$ cat config.mk
export PLATFORM = sky130hd
export DESIGN_NAME = max_tree_pipe
export DESIGN_NICKNAME = d
export VERILOG_FILES = /design/src/rtl/max_tree_pipe.sv
export SDC_FILE = /design/constraint.sdc
export NUM_CORES = 1
export LEC_CHECK = 0
export CORE_ASPECT_RATIO = 0.7
export CORE_MARGIN = 1
export CORE_UTILIZATION = 28
export DETAILED_ROUTE_END_ITERATION = 8
export PLACE_DENSITY = 0.44
export SLEW_MARGIN = 20
export SYNTH_ARGS = -nofsm -noshare
export SYNTH_HDL_FRONTEND = slang
export SYNTH_SLANG_ARGS = --single-unit
export TNS_END_PERCENT = 30
$ cat constraint.sdc
create_clock -name clk -period 3.3 [get_ports clk]
set_clock_uncertainty 0.2 [all_clocks]
set_input_delay 0.99 -clock clk [delete_from_list [all_inputs] [get_ports clk]]
set_output_delay 0.99 -clock clk [all_outputs]
set_load 0.02 [all_outputs]
$ cat src/rtl/max_tree_pipe.sv
// max_tree_pipe
//   Pipelined max/min reduction over N lanes of W bits. Returns the extreme
//   value and the lane index it came from. Each sample carries its own
//   max/min select. A single global advance signal stalls the whole pipe
//   under downstream back-pressure.
//
// Ports
//   clk        rising-edge clock
//   rst        synchronous reset, active-high
//   valid_in   sample present on data_in / mode_min
//   in_ready   sample is taken this cycle when valid_in is also high
//   data_in    N*W bits, lane i = data_in[i*W +: W]
//   mode_min   0: select maximum, 1: select minimum
//   valid_out  result / index hold a valid sample
//   out_ready  downstream consumes the result this cycle
//   result     extreme value (registered)
//   index      lane number of result (registered)
module max_tree_pipe #(
  parameter int N      = 8,
  parameter int W      = 8,
  parameter int SIGNED = 1,
  parameter int IDX_W  = $clog2(N)
) (
  input  logic               clk,
  input  logic               rst,
  input  logic               valid_in,
  output logic               in_ready,
  input  logic [N*W-1:0]     data_in,
  input  logic               mode_min,
  output logic               valid_out,
  input  logic               out_ready,
  output logic [W-1:0]       result,
  output logic [IDX_W-1:0]   index
);

  localparam int L = $clog2(N);
  localparam int H = N / 2;

  // Flipping the MSB maps two's-complement order onto unsigned order, so a
  // single unsigned comparator serves both modes.
  localparam logic [W-1:0] BIAS = (SIGNED != 0) ? (W'(1) << (W - 1)) : '0;

  // Stage k (1..L) holds N/2^k live entries; higher slots stay at zero.
  logic [W-1:0]     val_q [1:L][H];
  logic [IDX_W-1:0] idx_q [1:L][H];
  logic             vld_q [1:L];
  logic             mode_q [1:L];

  // Inputs seen by each stage: lanes for stage 1, previous stage otherwise.
  logic [W-1:0]     src_val  [1:L][N];
  logic [IDX_W-1:0] src_idx  [1:L][N];
  logic             src_vld  [1:L];
  logic             src_mode [1:L];

  logic [W-1:0]     nxt_val [1:L][H];
  logic [IDX_W-1:0] nxt_idx [1:L][H];

  logic adv;

  assign adv       = out_ready | ~valid_out;
  assign in_ready  = adv;
  assign valid_out = vld_q[L];
  assign result    = val_q[L][0];
  assign index     = idx_q[L][0];

  // Right operand wins only on strict improvement, so ties keep the lower lane.
  function automatic logic right_wins(input logic [W-1:0] lv,
                                      input logic [W-1:0] rv,
                                      input logic         mn);
    logic [W-1:0] lk;
    logic [W-1:0] rk;
    lk = lv ^ BIAS;
    rk = rv ^ BIAS;
    return mn ? (rk < lk) : (rk > lk);
  endfunction

  always_comb begin
    for (int unsigned k = 1; k <= L; k++) begin
      src_vld[k]  = 1'b0;
      src_mode[k] = 1'b0;
      for (int unsigned i = 0; i < N; i++) begin
        src_val[k][i] = '0;
        src_idx[k][i] = '0;
      end
    end

    src_vld[1]  = valid_in;
    src_mode[1] = mode_min;
    for (int unsigned i = 0; i < N; i++) begin
      src_val[1][i] = data_in[i*W +: W];
      src_idx[1][i] = IDX_W'(i);
    end

    for (int unsigned k = 2; k <= L; k++) begin
      src_vld[k]  = vld_q[k-1];
      src_mode[k] = mode_q[k-1];
      for (int unsigned j = 0; j < H; j++) begin
        src_val[k][j] = val_q[k-1][j];
        src_idx[k][j] = idx_q[k-1][j];
      end
    end

    for (int unsigned k = 1; k <= L; k++) begin
      for (int unsigned j = 0; j < H; j++) begin
        nxt_val[k][j] = '0;
        nxt_idx[k][j] = '0;
        if (j < (unsigned'(N) >> k)) begin
          if (right_wins(src_val[k][2*j], src_val[k][2*j+1], src_mode[k])) begin
            nxt_val[k][j] = src_val[k][2*j+1];
            nxt_idx[k][j] = src_idx[k][2*j+1];
          end else begin
            nxt_val[k][j] = src_val[k][2*j];
            nxt_idx[k][j] = src_idx[k][2*j];
          end
        end
      end
    end
  end

  // Global stall: every stage loads together (bubbles included) or holds.
  always_ff @(posedge clk) begin
    if (rst) begin
      for (int unsigned k = 1; k <= L; k++) begin
        vld_q[k]  <= 1'b0;
        mode_q[k] <= 1'b0;
        for (int unsigned j = 0; j < H; j++) begin
          val_q[k][j] <= '0;
          idx_q[k][j] <= '0;
        end
      end
    end else if (adv) begin
      for (int unsigned k = 1; k <= L; k++) begin
        vld_q[k]  <= src_vld[k];
        mode_q[k] <= src_mode[k];
        for (int unsigned j = 0; j < H; j++) begin
          val_q[k][j] <= nxt_val[k][j];
          idx_q[k][j] <= nxt_idx[k][j];
        end
      end
    end
  end

endmodule
==> Word level (Yosys, flattened, before mapping) <==
Memory sizes are Yosys's and may differ from the RTL's.
Cells that the tools add are included.
{ "word_totals": {"register_bits": 0, "ram_bits": 135, "inputBits": 69, "out_inout_bits": 13, "word_cells": 120, "n_memories": 4} }
{ "op_classes": {"magnitude_cmp": 14, "n_mux": 56, "bitwise": 46} }
{ "memory_table": {"columns": ["memory", "words", "word_bits", "read_ports", "rd_clocked_by_memory_dff", "wr", "line_no", "rtl"], "rows": [
  ["val_q", 3, 32, 3, 0, 3, "44", "logic [W-1:0] val_q [1:L][H];"],
  ["idx_q", 3, 11, 3, 0, 3, "45", "logic [IDX_W-1:0] idx_q [1:L][H];"],
  ["mode_q", 3, 1, 2, 0, 3, "47", "logic mode_q [1:L];"],
  ["vld_q", 3, 1, 3, 0, 3, "46", "logic vld_q [1:L];"]
]} }
{ "op_table": {"columns": ["op", "n"], "rows": [
  ["$mux W8", 19],
  ["$gt A8 B8 Y1", 7],
  ["$lt A8 B8 Y1", 7],
  ["$mux W3", 12],
  ["$or A1 B1 Y1", 31],
  ["$mux W1", 22],
  ["$not A1 Y1", 15],
  ["$mux W2", 3]
]} }

==> Logic depth before layout (Yosys ltp) <==
Gate-level depths: netlist (run 1).
An unclocked memory read counts as a cell.
{ "depth": {"depth_word": 7, "mapped_depth": 8, "ltp_nobuf": 7} }

==> Worst setup path before layout (run 1) <==
OpenSTA, ideal clock, no wires.
{ "synth_path": {"path_type": "input-to-reg", "startpoint": "in out_ready", "endpoint": "reg, netlist name idx_q[0][11]", "setup_ps": 400, "arrival_ps": 2238, "required_time_ps": 2700, "slack_ps": 462, "stages": 2, "n_path_buf": 0, "path_cell_list": "nand2b_1 or2_2"} }
{ "synth_lines": {"columns": ["element", "line_no", "rtl"], "rows": [
  ["start, declared", "31", "input logic out_ready,"]
]} }

==> results.md, run 1 <==
* Largest net degree at the start of global routing at 75
* CTS clock-pin slew for the worst setup and hold paths at 50 ps
* DR WL met3 at 529 um
* M1 WL at around 6.4 mm
* Cells after Synth at 515
* Detailed Place HPWL at roughly 9.4 mm
* Worst Tran Pin Value at roughly 470 ps
* Gr usage total at 0.130
* First-pass GRT wire length at 18.9 mm
* Top cell type's share of synthesized area at 0.432
* # port buffers at between 80 and 90
* ANT cells at 0
* Core box area at 0.0180 mm2
* Htree depth at 3
* Placed Area at about 0.0065 mm2
* Total CTS buffers at 9
* Starting DRT DRC Count at 244
* DRT antenna net count at 0
* Uppermost layer routed: met4
* Slew Limit Fails at 0
* Fillers at 1,781
* Clock buffer depth at 2
* Num Clock Sinks at 74
* Final instance area at 0.00681 mm2
* Max FO, Critical Path at 8
* Post-CTS setup repair buffer count at 0
* Die area at 0.0189 mm2
* Vias per cell at ~4.6
* Vias in the first global route at between 3,000 and 4,000
* Post-synth net total at 640
* Hold-fix buffers at CTS at 0
* Synth area leaders: edfxtp_1, ha_1, mux2i_1, nand2_1, inv_1
* Starting density of the core at 0.286
* Cell Pwr Density at around 470 mW/mm2
* Wirelength per Cell at roughly 13 um
* Crit start category: primary input
* Minimum clock period at 3180 ps
* Drt drc at 0
* Final Setup Violations at 0
* Max-cap viol count at 0
* Fin crit share at 0.965
* Post-Route WL at 11.7 mm
* Final Core Density at 0.378
* TritonCTS clock tree: done
* Leak pwr at 2.96 nW
* Routability cong. at 0.803
* R2R Setup Slk at approximately 780 ps
* Area occupied by multi-input gates at 0.00259 mm2
* Wire length on met2 at 4.70 mm
* Vias at 4,043
* Share of the yosys chip area belonging to registers at 0.432
* Post-synth top area cell: edfxtp_1
* CP Capture Type: flop
* Top Ports at 82
* Data arrival, critical path at roughly 3000 ps
* Seq cells post-synth at 74
* Hold Vio Cnt, Final at 0
* Synthesis-to-layout area growth at 32.5%
* RSZ-0062 raised after global routing: false
* Critical Path RT at 3170 ps
* Max VDD drop at approximately 270 uV
* # rows at 41
* Drt first pass iters at 5
* Synthesized cell area at slightly above 0.005 mm2
* Clock root cell: clkbuf_16
* Final #Nets at around 760
* Synth warnings at 0
* GRT overflow at 0
* Maximum clock frequency at 0.314 GHz
* Total power at ~3.2 mW
* Hold Path Class: flop to flop
* Skew-Pair Late Insertion Delay at about 330 ps
* Initial antenna violation count at 0
* Die width at 164 um
* Area occupied by registers at 0.00222 mm2
* Die Height at around 120 um
* Run status: completed
* Setup TNS at 0 ps
* Syn avg cell area at 9.99 um2
* Normalized max-slew margin at 0.687
* Layout cells sized above 1 at 0.131
* Netlist cell types at 40
* Worst Setup Path Type: primary input to flop
kinds of logic (layout without fill, tap and decap cells):
group | count (synthesis) | count (layout) | synth area share
AND/OR/NAND/NOR | 155 | 155 | 0.149
AO/OA/AOI/OAI | 114 | 114 | 0.149
adder cells (fa/ha/maj) | 56 | 56 | 0.136
multiplexers | 35 | 35 | 0.0681
flip-flops | 74 | 74 | 0.432
buffers and inverters | 81 | 202 | 0.0652
state kept, by name, summed over array words and instances (netlist names):
register	count
val_q	56
idx_q	13
mode_q	2
vld_q	3
critical path, stage by stage:
cell and delay (ps):
clkdlybuf4s50_1 500, inv_1 50, ha_1 320, a21o_1 200
a211oi_2 410, o22ai_2 230, o21ai_0 250, a21oi_1 100
repair_timing:
action	4_1_cts	5_1_grt
endpoints found under the setup margin	1	0
hold endpoints to repair	0	0
resized for setup	1	0
power by group:
group | leakage [nW] | internal (mW) | switching [mW]
clock network | 0.140 | 0.575 | 0.360
registers | 0.870 | 1.18 | 0.0709
logic | 1.95 | 0.487 | 0.505
stage by stage:
step / hold slack [ps] / std cells / worst slack, ps
floorplan: 297 / 515 / 462
global placement: 305 / 856 / -81.8
detailed placement: 309 / 856 / -204
CTS: 322 / 872 / 146
global route: 334 / 872 / 36.5
finish: 316 / 872 / 116
final cells by class:
type                            instances  area share
Sequential cell                        74       0.326
Timing Repair Buffer                  128       0.176
Clock inverter                          7     0.00882
Clock buffer                            9      0.0331
Tap cell                              236      0.0434
Multi-Input combinational cell        360       0.380
Inverter                               58      0.0320
final timing paths:
check / endpoint / cells past startpoint / start
worst max register to register: val_q[0][80] / 7 / val_q[0][38]
worst max-delay path: val_q[0][46] / 8 / data_in[34]
worst min register to register: vld_q[0][3] / 1 / vld_q[0][2]
worst min-delay path: vld_q[0][3] / 1 / vld_q[0][2]
Yosys cell counts, drive strengths merged:
cell / number
o211ai: 7
inv: 58
nand2: 78
ha: 56
mux2i: 35
o21bai: 3
nand2b: 5
o22ai: 3
nor2b: 4
nor2: 8
and4b: 3
clkbuf: 10
a21oi: 44
edfxtp: 74
a311oi: 1
nand3: 26
and3: 1
or2: 1
and2: 8
o211a: 3
o21ai: 25
buf: 13
nand4: 14
nor3: 4
a21o: 8
or3b: 3
o21a: 6
o22a: 3
a221oi: 1
a211oi: 10
per-layer routing:
layer,up-vias,global-route usage
li1,2089,-
met1,1851,0.193
met2,92,0.188
met3,11,0.0317
met4,0,0.0352
met5,-,0
cells in the final DEF, fill, tap and decap left out, types with 4 or more instances in the layout:
cell type and n:
mux2i_1 35, nand3_1 26, o21a_1 6, clkdlybuf4s50_1 80, edfxtp_1 74, ha_1 56
nand4_1 11, and2_1 8, a21oi_1 42, nor2_1 8, inv_1 57, o211ai_1 4
clkbuf_16 9, nand2b_1 5, nor2b_1 4, buf_4 44, a21o_1 8, nand2_1 78
nor3_1 4, o21ai_0 25, a211oi_1 6
No activity file was read; power rests on OpenSTA's default activity.
==> inputs of run 2 (changes only) <==
- CORE_MARGIN: 1 -> 2
- CTS_CLUSTER_SIZE: unset -> 24
==> run 2 against run 1 <==
  * Wire length grew 1.9%
  * Power shrank 0.10%
  * Non-clock buffer count grew 2
  * Design area is essentially flat
  * Sequential cell count is the same
  * First-iteration DRC count shrank 7.8%
  * Final cell count grew 0.23%
  * Sequential power is essentially flat
  * Register-to-register slack lost 30 ps
  * Largest power group unchanged
  * Highest routed layer unchanged
==> results.md, run 2 (synthesis gave the netlist of run 1 again) <==
* Run status: completed (unchanged)
* Post-CTS setup repair buffer count at 0 (unchanged)
* Data arrival, critical path at 2980 ps (was 3050 ps)
* Most common cell after layout, fill and taps aside: clkdlybuf4s50_1 (unchanged)
* Fin crit share at 0.942 (was 0.965)
* Length in cells of the worst reg-to-reg path at 7 (unchanged)
* CP max stage cell: clkdlybuf4s50_1 (unchanged)
* Largest delay share family, worst path: compound AO/OA/AOI/OAI gates (unchanged)
* Starting density of the core at 0.286 (unchanged)
* GRT met3 Usage at 0.0290 (was 0.0317)
* # rows at 41 (unchanged)
* Worst setup path endpoint: val_q[0][47] (was val_q[0][46])
* Biggest regs: val_q: 56 flops, idx_q: 13 flops, vld_q: 3 flops (unchanged)
* Hold Vio Cnt, Final at 0 (unchanged)
* Combinational power share at 0.312 (was 0.313)
* Post-Route WL at 12.0 mm (was 11.7 mm)
* Final Setup Violations at 0 (unchanged)
* Internal power at 2.24 mW (about the same)
* Maximum clock frequency at 0.322 GHz (was 0.314 GHz)
* Grt met2 use at 0.182 (was 0.188)
* Total power at 3.17 mW (about the same)
* Slew Limit Fails at 0 (unchanged)
* Crit path depth at 8 (unchanged)
* R2R Setup Slk at 750 ps (was 780 ps)
* Most frequent cells in the layout: clkdlybuf4s50_1, nand2_1, edfxtp_1 (unchanged)
* Die area at 0.0195 mm2 (was 0.0189 mm2)
* Drt first pass iters at 4 (was 5)
* GRT overflow at 0 (unchanged)
* CP Capture Type: flop (unchanged)
* Max VDD drop at 270 uV (about the same)
* Crit start category: primary input (unchanged)
* Max reg flops at 56 (unchanged)
* Worst R2R End: val_q[0][95] (was val_q[0][80])
* Normalized max-slew margin at 0.706 (was 0.687)
* CTS clock-pin slew for the worst setup and hold paths at 50 ps (about the same)
* Die width at 166 um (was 164 um)
* ANT cells at 0 (unchanged)
* Hold-fix buffers at CTS at 0 (unchanged)
* Worst Tran Pin Value at 439 ps (was 468 ps)
* CP Launch Point: data_in[34] (unchanged)
* Starting DRT DRC Count at 225 (was 244)
* Buffers plus inverters on the worst setup path at 2 (unchanged)
* Clock buffer depth at 2 (unchanged)
* Core box area at 0.0180 mm2 (unchanged)
* WHS at 318 ps (was 316 ps)
* Die Height at 117 um (was 115 um)
* Wirelength per Cell at 13.7 um (was 13.5 um)
* Detailed Place HPWL at 9.49 mm (was 9.37 mm)
* Htree depth at 3 (unchanged)
* Minimum clock period at 3110 ps (was 3180 ps)
* RSZ-0062 raised after global routing: false (unchanged)
* Gr usage total at 0.128 (was 0.130)
* Net Sw Power at 0.932 mW (was 0.936 mW)
* Met1 Track Usage GR at 0.194 (was 0.193)
* Layer carrying the most global-route usage: met1 (unchanged)
* Drt drc at 0 (unchanged)
* DRT antenna net count at 0 (unchanged)
* Routability cong. at 0.798 (was 0.803)
* Setup TNS at 0 ps (unchanged)
* Max FO, Critical Path at 8 (unchanged)
* Critical R2R Launch: val_q[0][58] (was val_q[0][38])
* Skew-Pair Late Insertion Delay at 330 ps (about the same)
* Clock power share at 0.294 (was 0.295)
* Critical path, cell by cell: clkdlybuf4s50_1 > inv_1 > ha_1 > and4b_1 > a211oi_2 > o22ai_2 > o21ai_0 > a21oi_1 (was clkdlybuf4s50_1 > inv_1 > ha_1 > a21o_1 > a211oi_2 > o22ai_2 > o21ai_0 > a21oi_1)
* Num Clock Sinks at 74 (unchanged)
* Post-CTS sizing at 1 (unchanged)
* Cell Pwr Density at 465 mW/mm2 (was 466 mW/mm2)
* Crit-path max cell delay at 490 ps (was 500 ps)
* Worst Setup Path Type: primary input to flop (unchanged)
* Leak pwr at 2.97 nW (was 2.96 nW)
* Top Ports at 82 (unchanged)
* Fillers at 1,770 (was 1,781)
* Vias in the first global route at 4,090 (was 3,886)
* Hold Path Class: flop to flop (unchanged)
* Layout cells sized above 1 at 0.133 (was 0.131)
* TritonCTS clock tree: done (unchanged)
* Max-cap viol count at 0 (unchanged)
* Largest net degree at the start of global routing at 75 (unchanged)
* Vias per cell at 4.58 (was 4.64)
* Total CTS buffers at 9 (unchanged)
* Sw Ratio at 0.294 (was 0.295)
* Vias at 4,002 (was 4,043)
* # port buffers at 81 (unchanged)
* First-pass GRT wire length at 20.1 mm (was 18.9 mm)
* Clock root cell: clkbuf_16 (unchanged)
* Reg with most FFs: val_q (unchanged)
* Synthesis-to-layout area growth at 32.5% (about the same)
* Final #Nets at 758 (was 756)
* Power share of the sequential group at 0.394 (was 0.393)
* Critical Path RT at 3170 ps (about the same)
* Initial antenna violation count at 0 (unchanged)
## run 2: cell count changes in the layout (fill, tap and decap cells not counted)
cell	previous run	this run
buf_12	3	2
buf_4	44	47
## run 2: stage by stage
step	utilization	setup slack [ps]	instances	area, um2
final	0.378	191	874	6810
after floorplan	-	462	515	5140
after global routing	0.378	29.9	874	6810
after CTS	0.378	198	874	6810
after global placement	0.363	-80.0	858	6530
after detailed placement	0.363	-128	858	6530
## run 2: final cells by class
type / instances / area (um2) / share of cell area
Inverter: 58 / 218 / 0.0320
Multi-Input combinational cell: 360 / 2590 / 0.380
Timing Repair Buffer: 130 / 1200 / 0.176
Clock inverter: 7 / 60.1 / 0.00881
Sequential cell: 74 / 2220 / 0.326
Tap cell: 236 / 295 / 0.0433
Clock buffer: 9 / 225 / 0.0331
## run 2: worst min-delay path by stage
stage,endpoint,startpoint,cells after the start
after floorplan,vld_q[0][2],vld_q[0][1],1
after global placement,vld_q[0][2],vld_q[0][1],1
after detailed placement,vld_q[0][3],vld_q[0][2],1
after CTS,vld_q[0][3],vld_q[0][2],1
after global routing,vld_q[0][3],vld_q[0][2],1
final,vld_q[0][3],vld_q[0][2],1
## run 2: metal layers
layer	wire [um]	up-vias	part of all wire
li1	-	2097	-
met1	6640	1824	0.55
met2	4830	79	0.40
met3	456	2	0.038
met4	39	0	0.0033
met5	0	-	0
## run 2: power groups by stage
stage | sequential [mW] | clock [mW] | combinational, mW
floorplan | 1.25 | 0 | 0.648
global placement | 1.27 | 0 | 0.972
detailed placement | 1.27 | 0 | 0.990
CTS | 1.25 | 0.973 | 0.994
global route | 1.26 | 1.00 | 1.10
finish | 1.25 | 0.934 | 0.988
